$ cat src/rtl/time_param_timer.sv
// Programmable interval store with an integrated countdown timer.
// The selected interval is driven on Value, and it is also the value loaded when a countdown starts.
module time_param_timer #(
  parameter int NUM_INTERVALS = 4,
  parameter int VALUE_WIDTH   = 4,
  parameter logic [NUM_INTERVALS*VALUE_WIDTH-1:0] DEFAULT_VALUES = {4'd4, 4'd2, 4'd3, 4'd6},
  localparam int SEL_W = (NUM_INTERVALS > 1) ? $clog2(NUM_INTERVALS) : 1
) (
  input  logic                   clock,
  input  logic                   Reset_Sync,
  input  logic [SEL_W-1:0]       TP_Selector,
  input  logic [VALUE_WIDTH-1:0] Time_Value,
  input  logic                   Prog_Sync,
  input  logic [SEL_W-1:0]       Interval,
  input  logic                   Start_Timer,
  input  logic                   One_Hz_Enable,
  output logic [VALUE_WIDTH-1:0] Value,
  output logic [VALUE_WIDTH-1:0] Remaining,
  output logic                   Busy,
  output logic                   Expired
);

  typedef enum logic {S_IDLE, S_COUNT} state_t;

  logic [VALUE_WIDTH-1:0] r_param [NUM_INTERVALS];
  logic [VALUE_WIDTH-1:0] r_remaining, w_remaining_nxt;
  logic [VALUE_WIDTH-1:0] w_value;
  logic                   w_int_ok;
  logic                   r_expired, w_expired_nxt;
  state_t                 r_state, w_state_nxt;

  // Selector values at or above NUM_INTERVALS match no entry, so they read 0 and cannot start a count.
  always_comb begin
    w_value  = '0;
    w_int_ok = 1'b0;
    for (int i = 0; i < NUM_INTERVALS; i++) begin
      if (Interval == SEL_W'(i)) begin
        w_value  = r_param[i];
        w_int_ok = 1'b1;
      end
    end
  end

  // A programmed value of zero restores the default, so a zero is never stored.
  always_ff @(posedge clock or posedge Reset_Sync) begin
    if (Reset_Sync) begin
      for (int i = 0; i < NUM_INTERVALS; i++)
        r_param[i] <= DEFAULT_VALUES[i*VALUE_WIDTH +: VALUE_WIDTH];
    end else if (Prog_Sync) begin
      for (int i = 0; i < NUM_INTERVALS; i++) begin
        if (TP_Selector == SEL_W'(i))
          r_param[i] <= (Time_Value == '0) ? DEFAULT_VALUES[i*VALUE_WIDTH +: VALUE_WIDTH]
                                            : Time_Value;
      end
    end
  end

  always_ff @(posedge clock or posedge Reset_Sync) begin
    if (Reset_Sync) begin
      r_state     <= S_IDLE;
      r_remaining <= '0;
      r_expired   <= 1'b0;
    end else begin
      r_state     <= w_state_nxt;
      r_remaining <= w_remaining_nxt;
      r_expired   <= w_expired_nxt;
    end
  end

  // A valid start takes priority over a tick and reloads from the pre-write register value.
  always_comb begin
    w_state_nxt     = r_state;
    w_remaining_nxt = r_remaining;
    w_expired_nxt   = 1'b0;
    if (Start_Timer && w_int_ok) begin
      w_state_nxt     = S_COUNT;
      w_remaining_nxt = w_value;
    end else if (r_state == S_COUNT && One_Hz_Enable) begin
      if (r_remaining > VALUE_WIDTH'(1)) begin
        w_remaining_nxt = r_remaining - VALUE_WIDTH'(1);
      end else begin
        w_remaining_nxt = '0;
        w_state_nxt     = S_IDLE;
        w_expired_nxt   = 1'b1;
      end
    end
  end

  assign Value     = w_value;
  assign Remaining = r_remaining;
  assign Busy      = (r_state == S_COUNT);
  assign Expired   = r_expired;

endmodule

$ cat config.mk
export PLATFORM = sky130hd
export DESIGN_NAME = time_param_timer
export DESIGN_NICKNAME = d
export VERILOG_FILES = /design/src/rtl/time_param_timer.sv
export SDC_FILE = /design/constraint.sdc
export NUM_CORES = 1
export LEC_CHECK = 0
export ABC_AREA = 1
export ABC_CLOCK_PERIOD_IN_PS = 2550
export BUFFER_PORTS_ARGS = -buffer_cell sky130_fd_sc_hd__buf_2
export CAP_MARGIN = 25
export CORE_MARGIN = 2
export CORE_UTILIZATION = 45
export DETAILED_ROUTE_END_ITERATION = 16
export PLACE_DENSITY_LB_ADDON = 0.1
export SLEW_MARGIN = 20
export SYNTH_ARGS = -nofsm -noshare
export SYNTH_HDL_FRONTEND = slang
export SYNTH_SLANG_ARGS = --single-unit
$ cat constraint.sdc
create_clock -name clock -period 2.55 [get_ports clock]
set_input_delay 0.51 -clock clock [delete_from_list [all_inputs] [get_ports clock]]
set_output_delay 0.51 -clock clock [all_outputs]
set_load 0.01 [all_outputs]
* Word-level counts from Yosys, hierarchy flattened *
Index checks and enable logic that the tools add are counted.

word-level totals
  register bits = 22
  bits in latches = 0
  bits in writable memories = 0
  bits in read-only memories = 0
  output and inout port bits = 10
  memories kept = 0

operators by class
  add/sub/neg operators = 1
  $mul = 0
  div/mod/pow operators = 0
  order comparisons = 1
  equal/unequal tests = 7
  shifts and indexed selects = 0
  multiplexer cells = 21
  bitwise operators = 0
  reductions and logical operators = 11

operator list
  cell                                                                             number
  4-bit 2-to-1 mux                                                                 11
  1-bit 2-to-1 mux                                                                 10
  2-bit AND reduction                                                              5
  2-bit == test, second input constant                                             4
  2-bit by 1-bit == test with 1-bit output, second input constant                  2
  4-bit by 1-bit greater-than comparator with 1-bit output, second input constant  1
  2-bit logical NOT                                                                2
  4-bit logical NOT                                                                1
  4-bit by 1-bit subtractor with 4-bit output, second input constant               1
  1-bit logical AND                                                                2
  2-bit != test, second input constant                                             1
  2-bit nonzero test                                                               1

* Longest topological paths before layout *
  depth after elaboration = 8
  mapped depth = 7
  gate-level depth less buffers = 7

* Worst setup path after synthesis *
No wires, ideal clock.

  kind = input -> output
  from = input Interval[0]
  to = output Value[1]
  arrival time = 1101 ps
  data required time = 2040 ps
  setup slack = 939 ps
  stages on the path = 5
  buffers on the path = 1
  cell sequence = buf_6 -> nor2_1 -> nand2_1 -> nand3_1 -> and2_1

between the ends
  word-level cells in the longest chain between the ends = 5
  elaborated cells on any way between the ends = 8

RTL lines
  element                         line  text
  from (decl)                     14    input logic [SEL_W-1:0] Interval,
  2-bit logical NOT               37    if (Interval == SEL_W'(i)) begin
  4-bit 2-to-1 mux (3 in series)  37
  4-bit 2-to-1 mux *              37
  to (decl)                       17    output logic [VALUE_WIDTH-1:0] Value,

Mark *: on every way between the ends. The rest lies on a longest branch, timed or not.

* Worst setup path after layout *
  from = register r_param[5] (netlist name)
  to = output Value[1]

between the ends
  word-level cells in the longest chain between the ends = 2

RTL lines
  element                            line  text
  from (decl)                        25    logic [VALUE_WIDTH-1:0] r_param [NUM_INTERVALS];
  from (signal, indexed assignment)  48    r_param[i] <= DEFAULT_VALUES[i*VALUE_WIDTH +: VALUE_WIDTH];
  from (signal, indexed assignment)  52    r_param[i] <= (Time_Value == '0) ? DEFAULT_VALUES[i*VALUE_WIDTH +: VALUE_WIDTH]
  4-bit 2-to-1 mux (2 in series)     37

Every way passes these cells.

==> results.ini <==
[status]
outcome=finished, final reports clean

[route]
first_iter_violations=21
avgRoutedWirePerCell_um=12.1
routed_wl_um=2440
antenna_left=0
first_pass_iters=4
vias_per_cell=5.13
drc=0
vias=1031

[floorplanning]
die_w_um=54.2
io_pins=23
start_util=0.467
dieArea_um2=2940
placeableCoreArea_um2=2430
die_height_um=54.2
rows=18

[yosys]
ys_types=16
yosys-top-cells-area=dfrtp_1, dfstp_2, nand2_1, nand3_1, o21ai_0
syn-instance-count=146
syn_nets=161
syn_area_per_cell_um2=7.77
ys_seq_area_frac=0.492
syn_area_um2=1130
synth_seq_cells=22
synth_top_cell_area_share=0.353
ys_warn_count=0
yosysTopAreaCell=dfrtp_1

[place]
globalplace.congestion=0.747
place_inst=197
pre_cts_slack_ns=0.721
io_buffers=22
post_dp_cell_area_um2=1270
dpl.hpwl_um=1900

[layout]
final_cell_mix=nand2_1, buf_2, inv_1, nand3_1, o21ai_0
area_growth_pct=15.2
diodes=0
finalNetCount=187
fin_util=0.538
final_common_cell=nand2_1
nFillCells=229
stdcell_count=201
layout-drive-gt1-share=0.199
finalInstanceArea_um2=1310

[worst_setup_path]
cp_max_fo=2
critPathKind=flop to primary output
required_ns=2.04
r2r_cells=7
critPathLaunchType=flop
cp-end-kind=primary output
critPathLaunch=r_param[5]
r2r_setup_slack_ns=1.22
r2r-start=Remaining[0]
r2r_end=Remaining[0]
critPathArrivalTime_ns=1.33

[global_routing]
use_met2=0.335
grt_usage=0.192
antenna_found_initial=0
grtUsageMet3=0.0328
grt_max_degree=23
grt_pass1_wl_um=3970
grt_pass1_vias=938
grt_overflow_total=0
grt.met1_usage=0.224
gr-max-usage-layer=met2

[cts]
cts.repair.resized=0
clockBufferDepth=2
cts_root_buf=clkbuf_4
post-cts-setup-buffers=0
htree_num_levels=1
clock_latency_ns=0.31
cts.sinks=22
tritoncts=built
cts_buffers=3
hold_buffers=0
clkTransAtPathRegs_ns=0.12

[power_and_ir_drop]
p_sw_mw=0.345
pwr-share-clk=0.197
internal_power_mw=0.641
p_per_area_nw_per_um2=754
power_frac_comb=0.308
power_frac_seq=0.495
peakVddDrop_mv=0.408
switching_share=0.349
p_leak_nw=0.702

[sta]
fin_setup_tns_ns=0
setup_ws_ns=0.714
grt_setup_unrepaired=false
period_share=0.720
max_freq_mhz=545
clock_skew_ns=0.00121
relSlewSlack=0.445
setup_viol=0
hold_viol=0
period_minus_slack_ns=1.84
worstMarginPinSlew_ns=0.831
finalMaxSlewViolations=0

[worst_hold_path]
hp-class=input port to async pin

[job]
drv_cap=0

## cells in the mapped netlist
cell type and instances:
or2_0 3, dfstp_2 6, nand4_2 1, nor2_1 13
ha_1 2, nand4_1 1, nand2_2 1, and2_1 3
o21ai_0 17, buf_6 1, a31oi_1 5, inv_1 21
nand3_1 18, a21oi_1 1, nand2_1 37, dfrtp_1 16
## how the worst max path moves through the flow
stage	depth (start not counted)	to
3_5_place_dp	6	Value[3]
3_3_place_gp	5	Value[2]
2_1_floorplan	5	Value[1]
4_1_cts	4	Value[1]
6_report	4	Value[1]
5_1_grt	6	Value[3]
## worst max-delay path, cell delays in order (launching register included)
cell and delay [ns]:
dfstp_2 0.55, o21ai_0 0.11, nand3_1 0.11, and2_1 0.13
buf_2 0.12
## power groups by stage
| stage | combinational, mW | clock (mW) | sequential [mW] |
|---|---|---|---|
| 2_1_floorplan | 0.201 | 0 | 0.495 |
| 3_3_place_gp | 0.298 | 0 | 0.493 |
| 3_5_place_dp | 0.307 | 0 | 0.496 |
| 4_1_cts | 0.307 | 0.200 | 0.489 |
| 5_1_grt | 0.355 | 0.211 | 0.498 |
| 6_report | 0.304 | 0.194 | 0.488 |
## cells by family after synthesis
kind of cell / after synthesis / share of synthesized area
AO/OA/AOI/OAI: 23 / 0.107
adder cells (fa/ha/maj): 2 / 0.0220
buffers and inverters: 22 / 0.0794
flip-flops: 22 / 0.492
AND/OR/NAND/NOR: 77 / 0.300
## sequential cells by signal, summed over array words and instances, names as in the netlist
name and flops:
r_param 16, Remaining 4, Busy 1, Expired 1
## stage by stage
stage,hold slack [ns],power [mW]
global route,0.406,1.06
detailed placement,0.471,0.803
floorplan,0.446,0.697
CTS,0.366,0.996
finish,0.342,0.986
global placement,0.466,0.791
## area by class of cell
type                    count  area (um2)  area share
flip-flops and latches     22         558       0.427
multi-input cells         102         487       0.372
repair buffers             22         110      0.0842
inverters                  21        78.8      0.0603
well taps                  30        37.5      0.0287
clock buffers               4        36.3      0.0278
## layer usage
| layer | part of all wire | vias up |
|---|---|---|
| li1 | - | 524 |
| met1 | 0.44 | 472 |
| met2 | 0.50 | 26 |
| met3 | 0.036 | 9 |
| met4 | 0.030 | 0 |
| met5 | 0 | - |
Note: power is estimated with default switching activity, not from simulation.
